### src/rtl/lc3_pipeline_controller_if.sv
// rtl/lc3_pipeline_controller_if.sv - stage-enable and status bundle between LC-3 controller and datapath
interface lc3_pipeline_controller_if;
    logic [15:0] instr_dout;
    logic [15:0] ir_exec;
    logic [2:0]  psr;
    logic        complete_data;
    logic        enable_fetch;
    logic        enable_decode;
    logic        enable_execute;
    logic        enable_writeback;
    logic        enable_update_pc;
    logic        br_taken;
    logic [1:0]  mem_state;
    logic        mem_timeout;

    modport master (
        input  instr_dout, ir_exec, psr, complete_data,
        output enable_fetch, enable_decode, enable_execute, enable_writeback,
               enable_update_pc, br_taken, mem_state, mem_timeout
    );

    modport slave (
        output instr_dout, ir_exec, psr, complete_data,
        input  enable_fetch, enable_decode, enable_execute, enable_writeback,
               enable_update_pc, br_taken, mem_state, mem_timeout
    );
endinterface

### src/rtl/lc3_pipeline_controller.sv
// rtl/lc3_pipeline_controller.sv - LC-3 five-stage pipeline sequencer: fill, memory stalls, branch bubbles
module lc3_pipeline_controller #(
    parameter int FILL_DEPTH  = 4,
    parameter int BR_BUBBLES  = 2,
    parameter int MEM_TIMEOUT = 64
) (
    input logic                       clk,
    input logic                       rst,
    lc3_pipeline_controller_if.master ctrl_io
);
    localparam int FW = $clog2(FILL_DEPTH + 1);
    localparam int BW = $clog2(BR_BUBBLES + 1);
    localparam int TW = $clog2(MEM_TIMEOUT + 1);
    localparam logic [FW-1:0] FILL_LAST = FW'(FILL_DEPTH - 1);
    localparam logic [FW-1:0] FILL_DEC  = FW'(1);
    localparam logic [FW-1:0] FILL_EXE  = FW'(2);
    localparam logic [FW-1:0] FILL_WB   = FW'(3);
    localparam logic [BW-1:0] BUB_LAST  = BW'(BR_BUBBLES - 1);
    localparam logic [TW-1:0] TO_LAST   = TW'(MEM_TIMEOUT - 1);

    localparam logic [3:0] OP_BR  = 4'b0000;
    localparam logic [3:0] OP_JMP = 4'b1100;
    localparam logic [3:0] OP_LD  = 4'b0010;
    localparam logic [3:0] OP_LDR = 4'b0110;
    localparam logic [3:0] OP_LDI = 4'b1010;
    localparam logic [3:0] OP_ST  = 4'b0011;
    localparam logic [3:0] OP_STR = 4'b0111;
    localparam logic [3:0] OP_STI = 4'b1011;

    localparam logic [1:0] MS_READ  = 2'b00;
    localparam logic [1:0] MS_IND   = 2'b01;
    localparam logic [1:0] MS_WRITE = 2'b10;
    localparam logic [1:0] MS_IDLE  = 2'b11;

    typedef enum logic [1:0] {ST_FILL, ST_RUN, ST_MEM, ST_CTRL} state_e;

    state_e        state_q, state_d;
    logic [FW-1:0] fill_cnt_q, fill_cnt_d;
    logic [BW-1:0] bub_cnt_q, bub_cnt_d;
    logic [TW-1:0] wait_cnt_q, wait_cnt_d;
    logic          mem_load_q, mem_load_d;
    logic          mem_ind_q, mem_ind_d;
    logic          mem_phase_q, mem_phase_d;
    logic          hold_mem_q, hold_mem_d;
    logic          hold_ctrl_q, hold_ctrl_d;

    logic          en_fetch_q, en_fetch_d;
    logic          en_decode_q, en_decode_d;
    logic          en_execute_q, en_execute_d;
    logic          en_writeback_q, en_writeback_d;
    logic          en_update_pc_q, en_update_pc_d;
    logic          br_taken_q, br_taken_d;
    logic [1:0]    mem_state_q, mem_state_d;
    logic          mem_timeout_q, mem_timeout_d;

    logic [3:0] op_exec, op_dec;
    logic       exec_is_load, exec_is_store, exec_is_mem, exec_is_ind, dec_is_ctrl;
    logic       mem_hit, ctrl_hit, cd_final, timeout_hit, br_cond;
    logic       unused_bits;

    assign op_exec       = ctrl_io.ir_exec[15:12];
    assign op_dec        = ctrl_io.instr_dout[15:12];
    assign exec_is_load  = (op_exec == OP_LD) || (op_exec == OP_LDR) || (op_exec == OP_LDI);
    assign exec_is_store = (op_exec == OP_ST) || (op_exec == OP_STR) || (op_exec == OP_STI);
    assign exec_is_mem   = exec_is_load || exec_is_store;
    assign exec_is_ind   = (op_exec == OP_LDI) || (op_exec == OP_STI);
    assign dec_is_ctrl   = (op_dec == OP_BR) || (op_dec == OP_JMP);
    assign unused_bits   = ^{ctrl_io.instr_dout[11:0], ctrl_io.ir_exec[8:0]};

    // The cycle right after a stall retires the stalled instruction, so it must not re-trigger.
    assign mem_hit     = (state_q == ST_RUN) && en_execute_q && !hold_mem_q && exec_is_mem;
    assign ctrl_hit    = (state_q == ST_RUN) && en_decode_q && !hold_ctrl_q && dec_is_ctrl;
    assign cd_final    = !(mem_ind_q && !mem_phase_q);
    assign timeout_hit = (state_q == ST_MEM) && !ctrl_io.complete_data && (wait_cnt_q == TO_LAST);
    assign br_cond     = (op_exec == OP_JMP) ||
                         ((op_exec == OP_BR) && (|(ctrl_io.ir_exec[11:9] & ctrl_io.psr)));

    always_ff @(posedge clk or posedge rst) begin
        if (rst) begin
            state_q        <= ST_FILL;
            fill_cnt_q     <= '0;
            bub_cnt_q      <= '0;
            wait_cnt_q     <= '0;
            mem_load_q     <= 1'b0;
            mem_ind_q      <= 1'b0;
            mem_phase_q    <= 1'b0;
            hold_mem_q     <= 1'b0;
            hold_ctrl_q    <= 1'b0;
            en_fetch_q     <= 1'b0;
            en_decode_q    <= 1'b0;
            en_execute_q   <= 1'b0;
            en_writeback_q <= 1'b0;
            en_update_pc_q <= 1'b0;
            br_taken_q     <= 1'b0;
            mem_state_q    <= MS_IDLE;
            mem_timeout_q  <= 1'b0;
        end else begin
            state_q        <= state_d;
            fill_cnt_q     <= fill_cnt_d;
            bub_cnt_q      <= bub_cnt_d;
            wait_cnt_q     <= wait_cnt_d;
            mem_load_q     <= mem_load_d;
            mem_ind_q      <= mem_ind_d;
            mem_phase_q    <= mem_phase_d;
            hold_mem_q     <= hold_mem_d;
            hold_ctrl_q    <= hold_ctrl_d;
            en_fetch_q     <= en_fetch_d;
            en_decode_q    <= en_decode_d;
            en_execute_q   <= en_execute_d;
            en_writeback_q <= en_writeback_d;
            en_update_pc_q <= en_update_pc_d;
            br_taken_q     <= br_taken_d;
            mem_state_q    <= mem_state_d;
            mem_timeout_q  <= mem_timeout_d;
        end
    end

    always_comb begin
        state_d     = state_q;
        fill_cnt_d  = fill_cnt_q;
        bub_cnt_d   = bub_cnt_q;
        wait_cnt_d  = wait_cnt_q;
        mem_load_d  = mem_load_q;
        mem_ind_d   = mem_ind_q;
        mem_phase_d = mem_phase_q;
        hold_mem_d  = 1'b0;
        hold_ctrl_d = 1'b0;
        case (state_q)
            ST_FILL: begin
                if (fill_cnt_q == FILL_LAST) begin
                    state_d = ST_RUN;
                end else begin
                    fill_cnt_d = fill_cnt_q + FW'(1);
                end
            end
            ST_RUN: begin
                if (mem_hit) begin
                    state_d     = ST_MEM;
                    mem_load_d  = exec_is_load;
                    mem_ind_d   = exec_is_ind;
                    mem_phase_d = 1'b0;
                    wait_cnt_d  = '0;
                end else if (ctrl_hit) begin
                    state_d   = ST_CTRL;
                    bub_cnt_d = '0;
                end
            end
            ST_MEM: begin
                if (ctrl_io.complete_data) begin
                    wait_cnt_d = '0;
                    if (cd_final) begin
                        state_d    = ST_RUN;
                        hold_mem_d = 1'b1;
                    end else begin
                        mem_phase_d = 1'b1;
                    end
                end else if (timeout_hit) begin
                    state_d    = ST_RUN;
                    hold_mem_d = 1'b1;
                end else begin
                    wait_cnt_d = wait_cnt_q + TW'(1);
                end
            end
            default: begin
                if (bub_cnt_q == BUB_LAST) begin
                    state_d     = ST_RUN;
                    hold_ctrl_d = 1'b1;
                end else begin
                    bub_cnt_d = bub_cnt_q + BW'(1);
                end
            end
        endcase
    end

    always_comb begin
        en_fetch_d     = en_fetch_q;
        en_decode_d    = en_decode_q;
        en_execute_d   = en_execute_q;
        en_writeback_d = en_writeback_q;
        en_update_pc_d = en_update_pc_q;
        br_taken_d     = 1'b0;
        mem_state_d    = MS_IDLE;
        mem_timeout_d  = mem_timeout_q;
        case (state_q)
            ST_FILL: begin
                en_fetch_d     = 1'b1;
                en_update_pc_d = 1'b1;
                en_decode_d    = en_decode_q    || (fill_cnt_q >= FILL_DEC);
                en_execute_d   = en_execute_q   || (fill_cnt_q >= FILL_EXE);
                en_writeback_d = en_writeback_q || (fill_cnt_q >= FILL_WB);
                if (fill_cnt_q == FILL_LAST) begin
                    {en_fetch_d, en_decode_d, en_execute_d, en_writeback_d, en_update_pc_d} = '1;
                end
            end
            ST_RUN: begin
                {en_fetch_d, en_decode_d, en_execute_d, en_writeback_d, en_update_pc_d} = '1;
                if (mem_hit) begin
                    {en_fetch_d, en_decode_d, en_execute_d, en_update_pc_d} = '0;
                    en_writeback_d = exec_is_load;
                    mem_state_d    = exec_is_ind ? MS_IND : (exec_is_load ? MS_READ : MS_WRITE);
                end else if (ctrl_hit) begin
                    en_fetch_d     = 1'b0;
                    en_update_pc_d = 1'b0;
                end
            end
            ST_MEM: begin
                mem_state_d = mem_state_q;
                if (ctrl_io.complete_data) begin
                    if (cd_final) begin
                        {en_fetch_d, en_decode_d, en_execute_d, en_writeback_d, en_update_pc_d} = '1;
                        mem_state_d = MS_IDLE;
                    end else begin
                        mem_state_d = mem_load_q ? MS_READ : MS_WRITE;
                    end
                end else if (timeout_hit) begin
                    {en_fetch_d, en_decode_d, en_execute_d, en_writeback_d, en_update_pc_d} = '1;
                    mem_state_d   = MS_IDLE;
                    mem_timeout_d = 1'b1;
                end
            end
            default: begin
                if (bub_cnt_q == BUB_LAST) begin
                    en_fetch_d     = 1'b1;
                    en_update_pc_d = 1'b1;
                    br_taken_d     = br_cond;
                end
            end
        endcase
    end

    assign ctrl_io.enable_fetch     = en_fetch_q;
    assign ctrl_io.enable_decode    = en_decode_q;
    assign ctrl_io.enable_execute   = en_execute_q;
    assign ctrl_io.enable_writeback = en_writeback_q;
    assign ctrl_io.enable_update_pc = en_update_pc_q;
    assign ctrl_io.br_taken         = br_taken_q;
    assign ctrl_io.mem_state        = mem_state_q;
    assign ctrl_io.mem_timeout      = mem_timeout_q;
endmodule
### src/flat_wrapper.sv
// flat-port wrapper written by rule: the top's interface ports become plain ports
module lc3_pipeline_controller_flat 
#(
    parameter int FILL_DEPTH  = 4,
    parameter int BR_BUBBLES  = 2,
    parameter int MEM_TIMEOUT = 64
)
  (clk, rst, ctrl_io_instr_dout, ctrl_io_ir_exec, ctrl_io_psr, ctrl_io_complete_data, ctrl_io_enable_fetch, ctrl_io_enable_decode, ctrl_io_enable_execute, ctrl_io_enable_writeback, ctrl_io_enable_update_pc, ctrl_io_br_taken, ctrl_io_mem_state, ctrl_io_mem_timeout);
  lc3_pipeline_controller_if ctrl_io_i ();
  input logic clk;
  input logic rst;
  input wire logic [$bits(ctrl_io_i.instr_dout)-1:0] ctrl_io_instr_dout;
  input wire logic [$bits(ctrl_io_i.ir_exec)-1:0] ctrl_io_ir_exec;
  input wire logic [$bits(ctrl_io_i.psr)-1:0] ctrl_io_psr;
  input wire logic [$bits(ctrl_io_i.complete_data)-1:0] ctrl_io_complete_data;
  output wire logic [$bits(ctrl_io_i.enable_fetch)-1:0] ctrl_io_enable_fetch;
  output wire logic [$bits(ctrl_io_i.enable_decode)-1:0] ctrl_io_enable_decode;
  output wire logic [$bits(ctrl_io_i.enable_execute)-1:0] ctrl_io_enable_execute;
  output wire logic [$bits(ctrl_io_i.enable_writeback)-1:0] ctrl_io_enable_writeback;
  output wire logic [$bits(ctrl_io_i.enable_update_pc)-1:0] ctrl_io_enable_update_pc;
  output wire logic [$bits(ctrl_io_i.br_taken)-1:0] ctrl_io_br_taken;
  output wire logic [$bits(ctrl_io_i.mem_state)-1:0] ctrl_io_mem_state;
  output wire logic [$bits(ctrl_io_i.mem_timeout)-1:0] ctrl_io_mem_timeout;
  assign ctrl_io_i.instr_dout = ctrl_io_instr_dout;
  assign ctrl_io_i.ir_exec = ctrl_io_ir_exec;
  assign ctrl_io_i.psr = ctrl_io_psr;
  assign ctrl_io_i.complete_data = ctrl_io_complete_data;
  assign ctrl_io_enable_fetch = ctrl_io_i.enable_fetch;
  assign ctrl_io_enable_decode = ctrl_io_i.enable_decode;
  assign ctrl_io_enable_execute = ctrl_io_i.enable_execute;
  assign ctrl_io_enable_writeback = ctrl_io_i.enable_writeback;
  assign ctrl_io_enable_update_pc = ctrl_io_i.enable_update_pc;
  assign ctrl_io_br_taken = ctrl_io_i.br_taken;
  assign ctrl_io_mem_state = ctrl_io_i.mem_state;
  assign ctrl_io_mem_timeout = ctrl_io_i.mem_timeout;
  lc3_pipeline_controller #(.FILL_DEPTH(FILL_DEPTH), .BR_BUBBLES(BR_BUBBLES), .MEM_TIMEOUT(MEM_TIMEOUT)) u_core (.clk(clk), .rst(rst), .ctrl_io(ctrl_io_i));
endmodule
### config.mk
export PLATFORM = sky130hd
export DESIGN_NAME = lc3_pipeline_controller_flat
export DESIGN_NICKNAME = d
export VERILOG_FILES = /design/src/rtl/lc3_pipeline_controller_if.sv /design/src/rtl/lc3_pipeline_controller.sv /design/src/flat_wrapper.sv
export SDC_FILE = /design/constraint.sdc
export NUM_CORES = 1
export LEC_CHECK = 0
export ABC_CLOCK_PERIOD_IN_PS = 1880
export CORE_MARGIN = 1
export CORE_UTILIZATION = 47
export CTS_CLUSTER_SIZE = 16
export DETAILED_ROUTE_END_ITERATION = 8
export HOLD_SLACK_MARGIN = 0.1
export PLACE_DENSITY = 0.87
export SYNTH_ARGS = -nofsm -noshare
export SYNTH_HDL_FRONTEND = slang
export SYNTH_SLANG_ARGS = --single-unit
### constraint.sdc
create_clock -name clk -period 1.88 [get_ports clk]
set_input_delay 0.564 -clock clk [delete_from_list [all_inputs] [get_ports clk]]
set_output_delay 0.564 -clock clk [all_outputs]
set_load 0.03 [all_outputs]
Word-level counts from Yosys, hierarchy flattened
Cells that the tools add are included.
- output and inout port bits: 9
- flip-flop bits (word level): 27
- input bits: 38
- word-level logic and storage cells: 144
- reductions and logical operators: 43
- $lt $le $gt $ge: 3
- equality and inequality tests: 24
- bitwise gates (word level): 4
- muxes and demuxes: 51
- add/subtract/negate cells: 3
- operators with widths (operator ; number):
    2-bit 2-to-1 mux ; 17
    1-bit 2-to-1 mux ; 22
    7-bit 2-to-1 mux ; 3
    4-bit == test (second input constant) ; 4
    7-bit case mux with 2 select lines ; 1
    1-bit case mux with 3 select lines ; 4
    3-bit AND reduction ; 4
    1-bit logical OR ; 11
    1-bit logical AND ; 10
    2-bit by 1-bit != test with 1-bit output (second input constant) ; 5
    4-bit by 2-bit == test with 1-bit output (second input constant) ; 2
    4-bit by 3-bit == test with 1-bit output (second input constant) ; 2
    4-bit logical NOT ; 2
    2-bit case mux with 2 select lines ; 2
    4-bit AND reduction ; 2
    7-bit by 1-bit adder with 7-bit output (second input constant) ; 1
    7-bit by 6-bit == test with 1-bit output (second input constant) ; 1
    3-bit by 2-bit greater-or-equal comparator with 1-bit output (second input constant) ; 2
    3-bit != test (second input constant) ; 2
    2-bit case mux with 3 select lines ; 1
    3-bit OR reduction ; 2
    5-bit AND reduction ; 1
    2-bit by 1-bit == test with 1-bit output (second input constant) ; 2
    1-bit logical NOT ; 4
    other kinds (17) ; 21

Logic depth before layout (Yosys ltp)
- word-level depth: 7
- mapped depth: 8
- mapped depth without buffers: 6

Worst setup path after synthesis
OpenSTA, ideal clock, no wires.
- kind: reg-to-reg
- from: register u_core.state_q[1]
- to: register u_core.en_writeback_q, in the netlist u_core.ctrl_io.enable_writeback
- library setup time: 0.130 ns
- setup slack: 0.193 ns
- cell stages (with the launch flop): 8
- required time: 1.750 ns
- path buffers: 1
- clock period less this slack: 1.687 ns
- arrival: 1.556 ns
- cells stage by stage: dfrtp_1 -> inv_1 -> ha_1 -> clkbuf_1 -> a2111oi_0 -> nor2_1 -> a31oi_1 -> a31oi_1
- cells in the longest elaborated chain, start to end: 6
- elaborated cells between the ends (all ways): 14
- classes of those cells: eq/ne (4); mux (2); reduce/logical (8)
- ends and longest elaborated chain (item ; RTL line ; source):
    start, declared ; lc3_pipeline_controller.sv:37 ; state_e state_q, state_d;
    start signal, assigned ; lc3_pipeline_controller.sv:98 ; state_q <= state_d;
    2-bit by 1-bit == test with 1-bit output ; lc3_pipeline_controller.sv:71, lc3_pipeline_controller.sv:184 ;
    1-bit logical AND (3 in series) ; lc3_pipeline_controller.sv:71 ; assign mem_hit = (state_q == ST_RUN) && en_execute_q && !hold_mem_q && exec_is_mem;
    1-bit 2-to-1 mux ; lc3_pipeline_controller.sv:197 ; if (mem_hit) begin
    1-bit case mux with 3 select lines ; lc3_pipeline_controller.sv:184 ; case (state_q)
    end signal, assigned ; lc3_pipeline_controller.sv:110 ; en_writeback_q <= en_writeback_d;
    end, declared ; lc3_pipeline_controller.sv:50 ; logic en_writeback_q, en_writeback_d;
Several ways; a longest one is shown, not always the timed one.
A chain may end at the register's enable or synchronous reset.

Worst setup path after layout
- from: register u_core.mem_state_q[0], in the netlist u_core.ctrl_io.mem_state[0]
- to: output port ctrl_io_mem_state[0]
- RTL lines (item ; RTL line ; source):
    start, declared ; lc3_pipeline_controller.sv:53 ; logic [1:0] mem_state_q, mem_state_d;
    start signal, assigned ; lc3_pipeline_controller.sv:113 ; mem_state_q <= mem_state_d;
    end, declared ; flat_wrapper.sv:22 ; output wire logic [$bits(ctrl_io_i.mem_state)-1:0] ctrl_io_mem_state;
No word-level cell between the ends.

==> impl_metrics.tcl <==
set metrics [dict create \
    status "completed" \
    routed_wl_um 3700 \
    crit_path_max_incr_delay_ns 0.55 \
    worst_pin_slew_ns 0.475 \
    p_per_area_nw_per_um2 1260 \
    clkSinkCount 27 \
    port_buffers 25 \
    dieArea_um2 3590 \
    die_y_um 59.9 \
    core-area_um2 3130 \
    grt_pass1_wl_um 6290 \
    netlist_area_um2 1580 \
    r2r_setup_slack_ns 0.13 \
    path_cells "dlygate4sd2_1" \
    synth_cells 161 \
    ctsLongestPathBuffers 2 \
    avgViaCountPerCell 5.80 \
    p_leak_uw 0.000944 \
    clock-root-buffer "clkbuf_4" \
    cts_buffers 3 \
    fin_crit_ns 1.83 \
    finalMaxSlewViolations 0 \
    setup_viol 0 \
    critPathTopFamily "flip-flops" \
    drv_cap 0 \
    grt_use_total 0.233 \
    crit_fanout 2 \
    area_growth_pct 29.2 \
    antenna_left 0 \
    via_count 1462 \
    arrival_ns 1.27 \
    wl_per_cell_um 14.7 \
    grt_pass1_vias 1485 \
    cp-end-kind "output pin" \
    io_pins 47 \
    dpl.hpwl_um 2920 \
    synth-seq-cells 27 \
    place_ws_ns -0.237 \
    syn_area_per_cell_um2 9.80 \
    syn_nets 209 \
    antenna_found_initial 0 \
    synthArstFlopShare 1.00 \
    grt_start_max_net_pins 28 \
    dieWidth_um 59.9 \
    yosysSeqAreaShare 0.430 \
    worst_setup_path_start_kind "register" \
    drc 0 \
    htree_levels 1 \
    synth_cell_type_count 51 \
    final.setup.tns_ns 0 \
    synth_ff_type "dfrtp_1" \
    clkSlewWorstSetupHoldPaths_ns 0.13 \
    tritoncts "built" \
    drtPass1Iterations 4 \
    max_slew_margin 0.679 \
    path_class "register to output pin" \
    gp_congestion 0.847 \
    grt-ovfl-total 0 \
    min_path_type "register to register" \
    period_share 0.973 \
    required_ns 1.32 \
    rows 20 \
    worst_ir_drop_vdd_mv 0.660 \
    drive_above_1_share 0.173 \
    finClkSkew_ns 0.00630 \
    critPathBufInv 1 \
    worst_slack_ns 0.0502 \
    synth_edf_count 0 \
    rsz0062_at_grt "no" \
    clock_latency_ns 0.33 \
    yosysWarningCount 0 \
    drtIter0Drc 71 \
    cpMaxStageDelayCell "dfstp_2" \
    final_nets 257 \
    fmax_mhz 547 \
    start_util 0.504 \
    n_antenna_cell 0 \
    finalHoldViolations 0 \
]
synthesized netlist by cell type (2+ instances only):
| library cell | count | share of area |
|---|---|---|
| buf_4 | 2 | 0.0095 |
| a211oi_1 | 2 | 0.0095 |
| nor2_1 | 13 | 0.031 |
| nand4b_1 | 4 | 0.022 |
| clkbuf_1 | 2 | 0.0048 |
| ha_1 | 10 | 0.079 |
| and2_1 | 2 | 0.0079 |
| a21o_1 | 2 | 0.0095 |
| nor4_1 | 2 | 0.0079 |
| nand2b_1 | 4 | 0.016 |
| nand2_1 | 10 | 0.024 |
| nand3_1 | 3 | 0.0095 |
| dfrtp_1 | 25 | 0.40 |
| o311ai_0 | 2 | 0.011 |
| dfstp_2 | 2 | 0.033 |
| o21ai_0 | 6 | 0.019 |
| and3_1 | 5 | 0.020 |
| a31oi_1 | 10 | 0.040 |
| a21oi_1 | 11 | 0.035 |
| nor3_1 | 3 | 0.0095 |
| inv_1 | 9 | 0.021 |
| nand4_1 | 2 | 0.0079 |
| mux2i_1 | 2 | 0.013 |
metrics by stage:
step / total power, uW / utilization / hold WS, ns / cells / area [um2]
final: 2560 / 0.652 / 0.469 / 252 / 2040
after global routing: 2750 / 0.652 / 0.495 / 252 / 2040
after CTS: 2560 / 0.651 / 0.475 / 252 / 2040
after detailed placement: 2350 / 0.646 / 0.448 / 248 / 2020
after global placement: 2270 / 0.646 / 0.439 / 248 / 2020
after floorplan: 1820 / - / 0.450 / 161 / 1580
cell families after synthesis:
family / Yosys count / share of synthesized area
flip-flops: 27 / 0.430
buffers and inverters: 14 / 0.0428
AND/OR/NAND/NOR: 57 / 0.207
multiplexers: 3 / 0.0198
XOR/XNOR: 2 / 0.0111
adder cells (fa/ha/maj): 10 / 0.0793
AO/OA/AOI/OAI: 48 / 0.210
state kept, by name, summed over array words and instances, names as in the netlist, 2 cells and up:
| name | cells |
|---|---|
| u_core.fill_cnt_q | 3 |
| u_core.bub_cnt_q | 2 |
| u_core.state_q | 2 |
| u_core.wait_cnt_q | 7 |
| u_core.ctrl_io.mem_state | 2 |
where the power goes:
group,internal [uW],switching [uW]
Combinational,636,790
Clock,83.2,167
Sequential,754,133
Total,1470,1090
layer usage:
metal | wire, um | global-route usage | part of all wire
met5 | 0 | 0 | 0
met4 | 93 | 0.116 | 0.025
met3 | 218 | 0.0238 | 0.059
met2 | 1890 | 0.410 | 0.51
met1 | 1500 | 0.282 | 0.40
path summary, 6_finish.rpt:
kind	cells past startpoint	from	to
hold reg to reg	1	u_core.ctrl_io.mem_timeout$_DFFE_PP0P_	u_core.ctrl_io.mem_timeout$_DFFE_PP0P_
min in group asynchronous	3	rst	u_core.ctrl_io.enable_writeback$_DFFE_PP0P_
setup reg to reg	6	u_core.state_q[1]$_DFFE_PP0P_	u_core.bub_cnt_q[1]$_DFFE_PP0P_
setup / recovery	1	u_core.ctrl_io.mem_state[0]$_DFFE_PP1P_	ctrl_io_mem_state[0]
max in group asynchronous	3	rst	u_core.ctrl_io.mem_state[0]$_DFFE_PP1P_
hold / removal	1	u_core.ctrl_io.mem_timeout$_DFFE_PP0P_	u_core.ctrl_io.mem_timeout$_DFFE_PP0P_
placed cells by master, fill, tap and decap left out, types with 2 or more instances in the layout:
cell type and n:
dfrtp_1 25, buf_4 23, clkdlybuf4s50_1 16, nor2_1 13, a21oi_1 11, a31oi_1 10, nand2_1 10, ha_1 10
inv_1 9, dlygate4sd2_1 8, o21ai_0 6, and3_1 5, nand4b_1 4, nand2b_1 4, nand3_1 3, nor3_1 3
clkbuf_4 3, and2_1 2, nor4_1 2, a21o_1 2, nand4_1 2, a211oi_1 2, mux2i_1 2, dfstp_2 2
area by class of cell:
class                           instances  area [um2]
Sequential cell                        27         678
Fill cell                             248        1090
Inverter                                9        33.8
Tap cell                               44        55.1
Timing Repair Buffer                   48         413
Multi-Input combinational cell        120         832
Clock buffer                            4        26.3
timing repair:
action,in CTS,in global routing
hold buffers,0,0
endpoints found under the setup margin,9,2
gates resized for setup,9,2
buffers inserted,0,0
Power figures use the tool's default switching activity.
